--- src/rtl/led_dimmer_pkg.sv ---
// rtl/led_dimmer_pkg.sv - shared constants and the on-count to brightness map for led_dimmer
package led_dimmer_pkg;

  localparam int DEF_WIN_BITS   = 16;
  localparam int DEF_LEVEL_BITS = 8;
  localparam int DEF_MIN_LEVEL  = 8;

  function automatic int unsigned level_max(input int unsigned level_bits);
    return (32'd1 << level_bits) - 32'd1;
  endfunction

  function automatic int unsigned win_full(input int unsigned win_bits);
    return 32'd1 << win_bits;
  endfunction

  localparam int unsigned LEVEL_MAX = level_max(DEF_LEVEL_BITS);
  localparam int unsigned WIN_FULL  = win_full(DEF_WIN_BITS);

  // A completely full window saturates; any other nonzero count is floored so it stays visible.
  function automatic int unsigned level_map(input int unsigned n,
                                            input int unsigned win_bits,
                                            input int unsigned level_bits,
                                            input int unsigned min_level);
    int unsigned l;
    if (n == 32'd0) return 32'd0;
    if (n == win_full(win_bits)) return level_max(level_bits);
    l = n >> (win_bits - level_bits);
    return (l < min_level) ? min_level : l;
  endfunction

endpackage

--- src/rtl/led_dimmer_channel.sv ---
// rtl/led_dimmer_channel.sv - one LED: window duty counter, latched level and PWM drive
module led_dimmer_channel
  import led_dimmer_pkg::*;
#(
  parameter int WIN_BITS   = DEF_WIN_BITS,
  parameter int LEVEL_BITS = DEF_LEVEL_BITS,
  parameter int MIN_LEVEL  = DEF_MIN_LEVEL
) (
  input  logic                  clock_160,
  input  logic                  res,
  input  logic                  led_bit,
  input  logic                  win_end,
  input  logic [LEVEL_BITS-1:0] pwm_cnt,
  output logic [LEVEL_BITS-1:0] level,
  output logic                  led_out
);

  // One extra bit so a window that is high on every cycle still fits.
  logic [WIN_BITS:0] on_cnt;
  logic [WIN_BITS:0] n;

  always_comb begin
    n = on_cnt + {{WIN_BITS{1'b0}}, led_bit};
  end

  always_ff @(posedge clock_160 or posedge res) begin
    if (res) begin
      on_cnt  <= '0;
      level   <= '0;
      led_out <= 1'b0;
    end else begin
      if (win_end) begin
        on_cnt <= '0;
        level  <= LEVEL_BITS'(level_map(32'(n), WIN_BITS, LEVEL_BITS, MIN_LEVEL));
      end else begin
        on_cnt <= n;
      end
      led_out <= (level == '1) || (pwm_cnt < level);
    end
  end

endmodule

--- src/rtl/led_dimmer.sv ---
// rtl/led_dimmer.sv - per-cog LED activity to steady PWM brightness, shared window and PWM timebase
module led_dimmer
  import led_dimmer_pkg::*;
#(
  parameter int NUM_LEDS   = 8,
  parameter int WIN_BITS   = DEF_WIN_BITS,
  parameter int LEVEL_BITS = DEF_LEVEL_BITS,
  parameter int MIN_LEVEL  = DEF_MIN_LEVEL
) (
  input  logic                           clock_160,
  input  logic                           res,
  input  logic [NUM_LEDS-1:0]            led_in,
  output logic [NUM_LEDS-1:0]            led_out,
  output logic [NUM_LEDS*LEVEL_BITS-1:0] level,
  output logic                           window_strobe
);

  logic [NUM_LEDS-1:0]   led_q;
  logic [WIN_BITS-1:0]   win_cnt;
  logic [LEVEL_BITS-1:0] pwm_cnt;
  logic                  win_end;

  assign win_end = (win_cnt == '1);

  // Window and PWM counters are deliberately unrelated; level changes land mid-period.
  always_ff @(posedge clock_160 or posedge res) begin
    if (res) begin
      led_q         <= '0;
      win_cnt       <= '0;
      pwm_cnt       <= '0;
      window_strobe <= 1'b0;
    end else begin
      led_q         <= led_in;
      win_cnt       <= win_cnt + WIN_BITS'(1);
      pwm_cnt       <= pwm_cnt + LEVEL_BITS'(1);
      window_strobe <= win_end;
    end
  end

  for (genvar i = 0; i < NUM_LEDS; i++) begin : g_chan
    led_dimmer_channel #(
      .WIN_BITS  (WIN_BITS),
      .LEVEL_BITS(LEVEL_BITS),
      .MIN_LEVEL (MIN_LEVEL)
    ) u_chan (
      .clock_160(clock_160),
      .res      (res),
      .led_bit  (led_q[i]),
      .win_end  (win_end),
      .pwm_cnt  (pwm_cnt),
      .level    (level[i*LEVEL_BITS +: LEVEL_BITS]),
      .led_out  (led_out[i])
    );
  end

endmodule

--- config.mk ---
export PLATFORM = sky130hd
export DESIGN_NAME = led_dimmer
export DESIGN_NICKNAME = d
export VERILOG_FILES = /design/src/rtl/led_dimmer_pkg.sv /design/src/rtl/led_dimmer_channel.sv /design/src/rtl/led_dimmer.sv
export SDC_FILE = /design/constraint.sdc
export NUM_CORES = 1
export LEC_CHECK = 0
export CAP_MARGIN = 20
export CORE_MARGIN = 2
export CORE_UTILIZATION = 35
export DETAILED_ROUTE_END_ITERATION = 8
export PLACE_DENSITY = 0.5
export SYNTH_ARGS = -nofsm -noshare
export SYNTH_HDL_FRONTEND = slang
export SYNTH_SLANG_ARGS = --single-unit
--- constraint.sdc ---
create_clock -name clock_160 -period 13.75 [get_ports clock_160]
set_clock_uncertainty 0.1 [all_clocks]
set_input_delay 2.0625 -clock clock_160 [delete_from_list [all_inputs] [get_ports clock_160]]
set_output_delay 2.0625 -clock clock_160 [all_outputs]
set_load 0.005 [all_outputs]
==> metrics.yaml, run 1 <==
drc: 0
ir_worst_vdd_v: 0.0000883
synth-compound-area-share: 0.114
antenna_found_initial: 0
synth-simple-area-share: 0.225
setup_viol: 0
synth_cell_types: 82
boundaryPins: 83
postSynthCellCount: 1455
cts_sinks: 241
pwr-share-clk: 0.418
worst_setup_path_start_kind: "input pin"
syn_area_um2: 13700
synthMuxAreaShare: 0.00857
period_minus_slack_ns: 4.02
cp_max_fo: 99
p_sw_mw: 0.610
fin_tns_setup_ns: 0
antenna_cells: 0
clock_path_buffers: 3
grt_usage: 0.163
die_w_um: 202
core_um2: 38600
cts_made_buffers: 31
finalCritPeriodShare: 0.292
vias: 10600
dieArea_um2: 40800
crit_required_ns: 14.22
gp_congestion: 0.806
power.density_nw_per_um2: 133
finalNetCount: 1602
syn-num-nets: 1546
synthAdderAreaFrac: 0.0738
synth_ff_type: "dfrtp_1"
cp.arrival_ns: 4.49
drive_gt1_frac: 0.0638
initial_core_util: 0.355
port-buffer-count: 82
yosys_warnings: 0
fin_ws_ns: 9.73
drv_cap: 0
place_hpwl_um: 22700
critPathKind: "input pin to async pin"
status: "finished clean"
ant_nets: 0
clock.fmax_mhz: 249
grt_pass1_vias: 10500
synth_top_family_by_area: "simple AND/OR/NAND/NOR gates"
hold_buffers: 0
slew_headroom: 0.374
hold_path.class: "flop to flop"
grt_max_degree: 100
synthToLayoutAreaGrowth_pct: 17.3
wire_per_inst_um: 16.0
pre_cts_ws_ns: 8.53
cts_setup_buffers: 0
grt_overflow: 0
swShare: 0.285
clock-root-buffer: "clkbuf_16"
leakage_nw: 6.73
clock_latency_ns: 0.56
clk_pin_slew_ns: 0.06
via_per_inst: 5.15
die_height_um: 202
synth.avg_cell_area_um2: 9.43
finalMaxSlewViolations: 0
final_hold_viol_count: 0
power_frac_seq: 0.429
grt_pass1_wl_um: 54900
cts_max_level: 1
worst_pin_slew_ns: 0.939
internal_power_mw: 1.53
firstDrtPassIters: 5
drt_wl_total_um: 33000
first_iter_violations: 565
endpoint_kind: "async pin"
placementRows: 72
ys_async_sr_fraction: 1.00
rsz0062_at_grt: "false"
synth_edf_count: 0
synth-seq-cells: 241
cts_tree: "done"
cts_resized: 0
synth-xor-area-share: 0.0912
synth-seq-area-share: 0.439
comb_power_share: 0.153
-- power by group through the flow --
stage	logic (mW)	clock network, mW	registers (mW)
after floorplan	0.337	0	0.856
after global placement	0.326	0	0.922
after detailed placement	0.329	0	0.925
after CTS	0.332	0.921	0.914
after global routing	0.379	0.950	0.934
final	0.327	0.894	0.916
-- cell usage after synthesis (all sizes together), types with 8 or more instances --
| master | number | area, µm² |
|---|---|---|
| nor4 | 25 | 156 |
| ha | 81 | 1010 |
| or3 | 15 | 105 |
| nor2 | 206 | 773 |
| o21ai | 45 | 225 |
| clkbuf | 43 | 161 |
| o211ai | 17 | 148 |
| nand3 | 69 | 350 |
| nor3 | 38 | 190 |
| nand2 | 85 | 319 |
| nand4 | 61 | 397 |
| inv | 86 | 325 |
| a311oi | 9 | 78.8 |
| xor2 | 60 | 526 |
| o22a | 8 | 70.1 |
| a21oi | 20 | 100 |
| buf | 22 | 160 |
| and2 | 26 | 163 |
| xnor2 | 83 | 727 |
| and4 | 20 | 176 |
| a21boi | 21 | 158 |
| and3 | 26 | 165 |
| o31ai | 11 | 82.6 |
| dfrtp | 241 | 6030 |
| a31oi | 22 | 138 |
-- path summary, 6_finish.rpt --
kind	from	cells past startpoint	to	slack [ns]
max reg2reg	win_cnt[2]	8	g_chan[5].u_chan.level[0]	10.30
min in group asynchronous	res	2	g_chan[2].u_chan.on_cnt[0]	1.91
max	res	4	g_chan[7].u_chan.on_cnt[5]	9.73
max in group clock_160	g_chan[4].u_chan.level[6]	1	level[38]	10.00
min	win_cnt[5]	1	win_cnt[5]	0.36
min reg2reg	win_cnt[5]	1	win_cnt[5]	0.36
-- routing by layer --
layer,vias up,routed length (µm),global-route usage,share of wire
met4,0,608,0.0373,0.018
met3,38,988,0.0197,0.030
met5,-,0,0,0
met1,5124,16500,0.229,0.50
li1,5273,-,-,-
met2,144,14900,0.270,0.45
-- worst max-delay path: stages --
cell and delay (ns):
clkdlybuf4s50_1 0.49, inv_8 0.51, buf_4 0.54, buf_4 0.75
-- state kept, by name, summed over array words and instances, names as in the netlist --
name,cells
g_chan.u_chan.on_cnt,136
g_chan.u_chan.level,64
led_q,8
pwm_cnt,8
window_strobe,1
g_chan.u_chan.led_out,8
win_cnt,16
-- cells by family (layout without fill, tap and decap cells) --
family,after synthesis,in the layout
muxes,11,11
DFF,241,241
AOI/OAI and AO/OA,218,218
adders and majority gates,81,81
buffers and inverters,153,234
xor gates and xnor gates,143,143
and+or+nand+nor,608,608
-- per-stage QoR --
step	instance area [µm²]	instances	util	hold WS [ns]	total power, mW
2_1_floorplan	13700	1455	-	0.338	1.19
3_3_place_gp	14900	1995	0.386	0.359	1.25
3_5_place_dp	14900	1995	0.386	0.356	1.25
4_1_cts	16100	2053	0.416	0.368	2.17
5_1_grt	16100	2054	0.417	0.402	2.26
6_report	16100	2054	0.417	0.362	2.14
-- cell usage in the layout, fill, tap and decap left out, types with 12 or more instances in the layout --
| cell | netlist | layout |
|---|---|---|
| o21ai_0 | 45 | 45 |
| a21boi_0 | 21 | 21 |
| nand3_1 | 68 | 68 |
| nor4_1 | 25 | 25 |
| o211ai_1 | 13 | 13 |
| clkbuf_16 | 0 | 31 |
| a21oi_1 | 20 | 20 |
| xor2_1 | 60 | 60 |
| or3_1 | 12 | 12 |
| nor3_1 | 38 | 37 |
| dfrtp_1 | 241 | 241 |
| xnor2_1 | 83 | 83 |
| a31oi_1 | 22 | 22 |
| and4_1 | 19 | 19 |
| clkdlybuf4s50_1 | 0 | 82 |
| nand2_1 | 85 | 85 |
| inv_1 | 85 | 84 |
| and3_1 | 24 | 24 |
| nor2_1 | 206 | 206 |
| and2_1 | 26 | 26 |
| ha_1 | 81 | 81 |
| nand4_1 | 60 | 60 |
-- final cells by class --
type / instances / area, µm²
fill: 3809 / 22500
clock buffer: 46 / 932
multi-input combinational: 1061 / 7050
timing repair buffer: 88 / 886
inverter: 88 / 340
clock inverter: 12 / 218
sequential: 241 / 6030
tap: 518 / 648
Note: power is estimated with default switching activity, not from simulation.
==> inputs of run 2 (changes only) <==
- clock period: 13.75 -> 4 ns (I/O delays scaled with it)
==> metrics.yaml, run 2 (synthesized netlist as in run 1, its figures left out) <==
synthToLayoutAreaGrowth_pct: 16.8
worst_pin_slew_ns: 0.866
status: "finished clean"
largest_register_ffs: 136
largest-register: "g_chan.u_chan.on_cnt"
grt_pass1_vias: 10500
met2_length_um: 15300
slew_headroom: 0.423
antenna_cells: 0
hold_buffers: 0
top_regs: "g_chan.u_chan.on_cnt (136), g_chan.u_chan.level (64), win_cnt (16)"
rsz0062_at_grt: "false"
ant_nets: 0
ir_worst_vdd_v: 0.000318
period_minus_slack_ns: 2.92
grt_overflow: 0
place_hpwl_um: 23400
clock_path_buffers: 3
cts_made_buffers: 29
boundaryPins: 83
finalMaxSlewViolations: 0
drc: 0
setup_viol: 0
wire_per_inst_um: 16.4
route.layer.met1.wl_um: 16300
fill_cells: 3794
dieArea_um2: 40800
vias: 10700
cts_sinks: 241
drt_wl_total_um: 33600
via_per_inst: 5.20
cts_setup_buffers: 0
hold_path.class: "flop to flop"
drv_cap: 0
cts_resized: 0
power.density_nw_per_um2: 445
grt_pass1_wl_um: 55800
grt_max_degree: 90
port-buffer-count: 82
core_um2: 38600
gp_congestion: 0.826
mostFrequentLayoutCells: "dfrtp_1 (241), nor2_1 (206), nand2_1 (85)"
clk_pin_slew_ns: 0.06
layout_commonest_cell: "dfrtp_1"
antenna_found_initial: 0
critPathKind: "flop to flop"
finalNetCount: 1603
placementRows: 72
worst_hold_slack_ns: 0.369
initial_core_util: 0.355
cts_tree: "done"
clock-root-buffer: "clkbuf_16"
crit_required_ns: 4.38
clock.fmax_mhz: 343
first_iter_violations: 475
wl_met3_um: 1240
drive_gt1_frac: 0.0601
worst_setup_path_start_kind: "flop"
cts_max_level: 1
fin_tns_setup_ns: 0
die_w_um: 202
firstDrtPassIters: 5
cp_max_fo: 7
die_height_um: 202
top_layer: "met4"
final_hold_viol_count: 0
endpoint_kind: "flop"
clock_latency_ns: 0.57
finalCritPeriodShare: 0.729
cp.arrival_ns: 3.30
leakage_nw: 6.67
grt_usage: 0.167
==> run 2: cell types whose count changed in the layout (fill, tap and decap cells not counted), sizes merged <==
cell      delta
clkbuf       -7
clkinvlp     +2
buf          +3
clkinv       -3
==> run 2: final cells by class <==
| type | count | area [µm²] | share of cell area |
|---|---|---|---|
| inverter | 88 | 337 | 0.0210 |
| timing repair buffer | 91 | 951 | 0.0593 |
| sequential | 241 | 6030 | 0.376 |
| multi-input combinational | 1061 | 7050 | 0.440 |
| tap | 518 | 648 | 0.0404 |
| clock buffer | 39 | 803 | 0.0501 |
| clock inverter | 11 | 215 | 0.0134 |
==> run 2: worst paths after layout <==
| kind | startpoint | slack, ns | cells after the start | endpoint |
|---|---|---|---|---|
| setup / recovery | g_chan[6].u_chan.on_cnt[0] | 1.08 | 9 | g_chan[6].u_chan.level[4] |
| hold / removal | win_cnt[7] | 0.37 | 1 | win_cnt[7] |
| min in group asynchronous | res | 0.38 | 2 | g_chan[1].u_chan.on_cnt[3] |
| setup reg to reg | g_chan[6].u_chan.on_cnt[0] | 1.08 | 9 | g_chan[6].u_chan.level[4] |
| max in group asynchronous | res | 2.60 | 3 | g_chan[6].u_chan.on_cnt[5] |
| hold reg to reg | win_cnt[7] | 0.37 | 1 | win_cnt[7] |
==> run 2: routing by layer <==
metal	GRT usage	up-vias
li1	-	5270
met1	0.237	5190
met2	0.269	151
met3	0.0253	49
met4	0.0402	0
met5	0	-
==> run 2: metrics by stage <==
step,std cells,setup slack [ns],cell area (µm²),utilization,power (mW)
final,2049,1.08,16000,0.415,7.13
after global routing,2049,0.742,16000,0.415,7.56
after CTS,2049,1.05,16000,0.415,7.22
after detailed placement,1999,1.07,15000,0.388,4.32
after global placement,1999,1.17,15000,0.388,4.31
after floorplan,1455,0.138,13700,-,4.10
==> run 2: where the power goes <==
group,switching [mW],internal [mW],total (mW)
clock,1.06,1.78,2.84
combinational,0.581,0.557,1.14
sequential,0.439,2.71,3.15
==> run 2: worst max-delay path, cell delays in order (launching register included) <==
cell and delay (ns):
dfrtp_1 0.33, ha_1 0.21, ha_1 0.31, nand4_1 0.19, nor3_1 0.40, mux2i_1 0.23, and4_1 0.25, nor4b_2 0.43
nand2b_1 0.20, a31oi_1 0.20
==> inputs of run 3 (changes only) <==
- clock period: 4 -> 3 ns (I/O delays scaled with it)
==> metrics.yaml, run 3 (synthesized netlist as in run 1, its figures left out) <==
clock_latency_ns: 0.57
fin_cells: 2088
power.density_nw_per_um2: 573
period_minus_slack_ns: 2.87
ir_worst_vdd_v: 0.000481
finalPower_mw: 9.31
pre_cts_ws_ns: 0.146
cts_max_level: 1
firstDrtPassIters: 5
initial_core_util: 0.355
grt_pass1_wl_um: 56300
crit_required_ns: 3.38
clock-root-buffer: "clkbuf_16"
antenna_found_initial: 0
slew_headroom: 0.478
finalNetCount: 1637
mostFrequentLayoutCells: "dfrtp_1 (241), nor2_1 (206), nand2_1 (85)"
boundaryPins: 83
finalCritPeriodShare: 0.958
drive_gt1_frac: 0.0822
leakage_nw: 6.81
drt_wl_total_um: 33900
final_hold_viol_count: 0
design_area_um2: 16200
cp_max_fo: 6
core_um2: 38600
grt_overflow: 0
cp.arrival_ns: 3.25
top_regs: "g_chan.u_chan.on_cnt (136), g_chan.u_chan.level (64), win_cnt (16)"
fill_cells: 3785
drc: 0
cts_sinks: 241
port-buffer-count: 82
rsz0062_at_grt: "false"
fin_ws_ns: 0.125
ant_nets: 0
vias: 10700
drv_cap: 0
antenna_cells: 0
grt_pass1_vias: 10600
layout_commonest_cell: "dfrtp_1"
place_hpwl_um: 23900
dieArea_um2: 40800
die_w_um: 202
hold_buffers: 0
worst_setup_path_start_kind: "flop"
cpMaxStageDelayCell: "or4_4"
grt_max_degree: 73
hold_path.class: "input pin to async pin"
post-route-util: 0.420
clock_path_buffers: 3
cts_tree: "done"
worst_pin_slew_ns: 0.784
largest-register: "g_chan.u_chan.on_cnt"
via_per_inst: 5.15
place_area_um2: 15300
multi_input_area_um2: 7060
cts_made_buffers: 30
status: "finished clean"
gp_congestion: 0.809
clk_pin_slew_ns: 0.06
endpoint_kind: "flop"
path_cells: "ha_1, nand4_4, or2_4, or4_4, a2111oi_4, nand3_2, or3_4, o211ai_2"
wire_per_inst_um: 16.2
slowest_delay_ns: 0.53
die_height_um: 202
clock.fmax_mhz: 348
critPathKind: "flop to flop"
regArea_um2: 6030
placementRows: 72
synthToLayoutAreaGrowth_pct: 18.4
largest_register_ffs: 136
finalMaxSlewViolations: 0
grt_usage: 0.169
first_iter_violations: 457
dp_cells: 2029
setup_viol: 0
[run 3: cell type report]
type | instances | area share
Clock buffer | 46 | 0.0543
Clock inverter | 10 | 0.00501
Inverter | 88 | 0.0207
Multi-Input combinational cell | 1061 | 0.434
Sequential cell | 241 | 0.371
Tap cell | 518 | 0.0399
Timing Repair Buffer | 124 | 0.0745
[run 3: path summary, 6_finish.rpt]
kind                       slack, ns  cells after the start                       start                         end
setup / recovery                0.13                      8  g_chan[7].u_chan.on_cnt[0]   g_chan[7].u_chan.level[5]
hold / removal                  0.22                      2                         res   g_chan[1].u_chan.level[2]
setup reg to reg                0.13                      8  g_chan[7].u_chan.on_cnt[0]   g_chan[7].u_chan.level[5]
hold reg to reg                 0.37                      1                  win_cnt[7]                  win_cnt[7]
max in group asynchronous       1.80                      3                         res  g_chan[6].u_chan.on_cnt[7]
min in group clock_160          0.22                      1                   led_in[3]                    led_q[3]
[run 3: per-stage QoR]
| stage | hold WS (ns) | TNS, ns |
|---|---|---|
| global placement | 0.360 | 0 |
| finish | 0.215 | 0 |
| CTS | 0.194 | 0 |
| floorplan | 0.338 | -171.55 |
| detailed placement | 0.362 | 0 |
| global route | 0.211 | 0 |
[run 3: repair_timing]
| action | 4_1_cts | 5_1_grt |
|---|---|---|
| gates resized for setup | 0 | 2 |
| setup buffers | 0 | 3 |
| setup endpoints to repair | 0 | 10 |
[run 3: power by group]
group / total (mW) / switching [mW] / internal [mW]
clock: 3.53 / 1.43 / 2.10
sequential: 4.18 / 0.565 / 3.62
combinational: 1.60 / 0.814 / 0.782
total: 9.31 / 2.81 / 6.50
[run 3: worst max-delay path: cells and delay by family, from the launching register on]
| family | cells | cell delay, ns |
|---|---|---|
| and+or+nand+nor | 5 | 1.53 |
| AOI/OAI and AO/OA | 2 | 0.52 |
| adders and majority gates | 1 | 0.28 |
| DFF | 1 | 0.37 |
[run 3: per-layer routing]
layer  wire length, µm  part of all wire  track usage
met1             16900              0.50        0.240
met2             15400              0.45        0.275
met3              1090             0.032       0.0253
met4               535             0.016       0.0297
met5                 0                 0            0
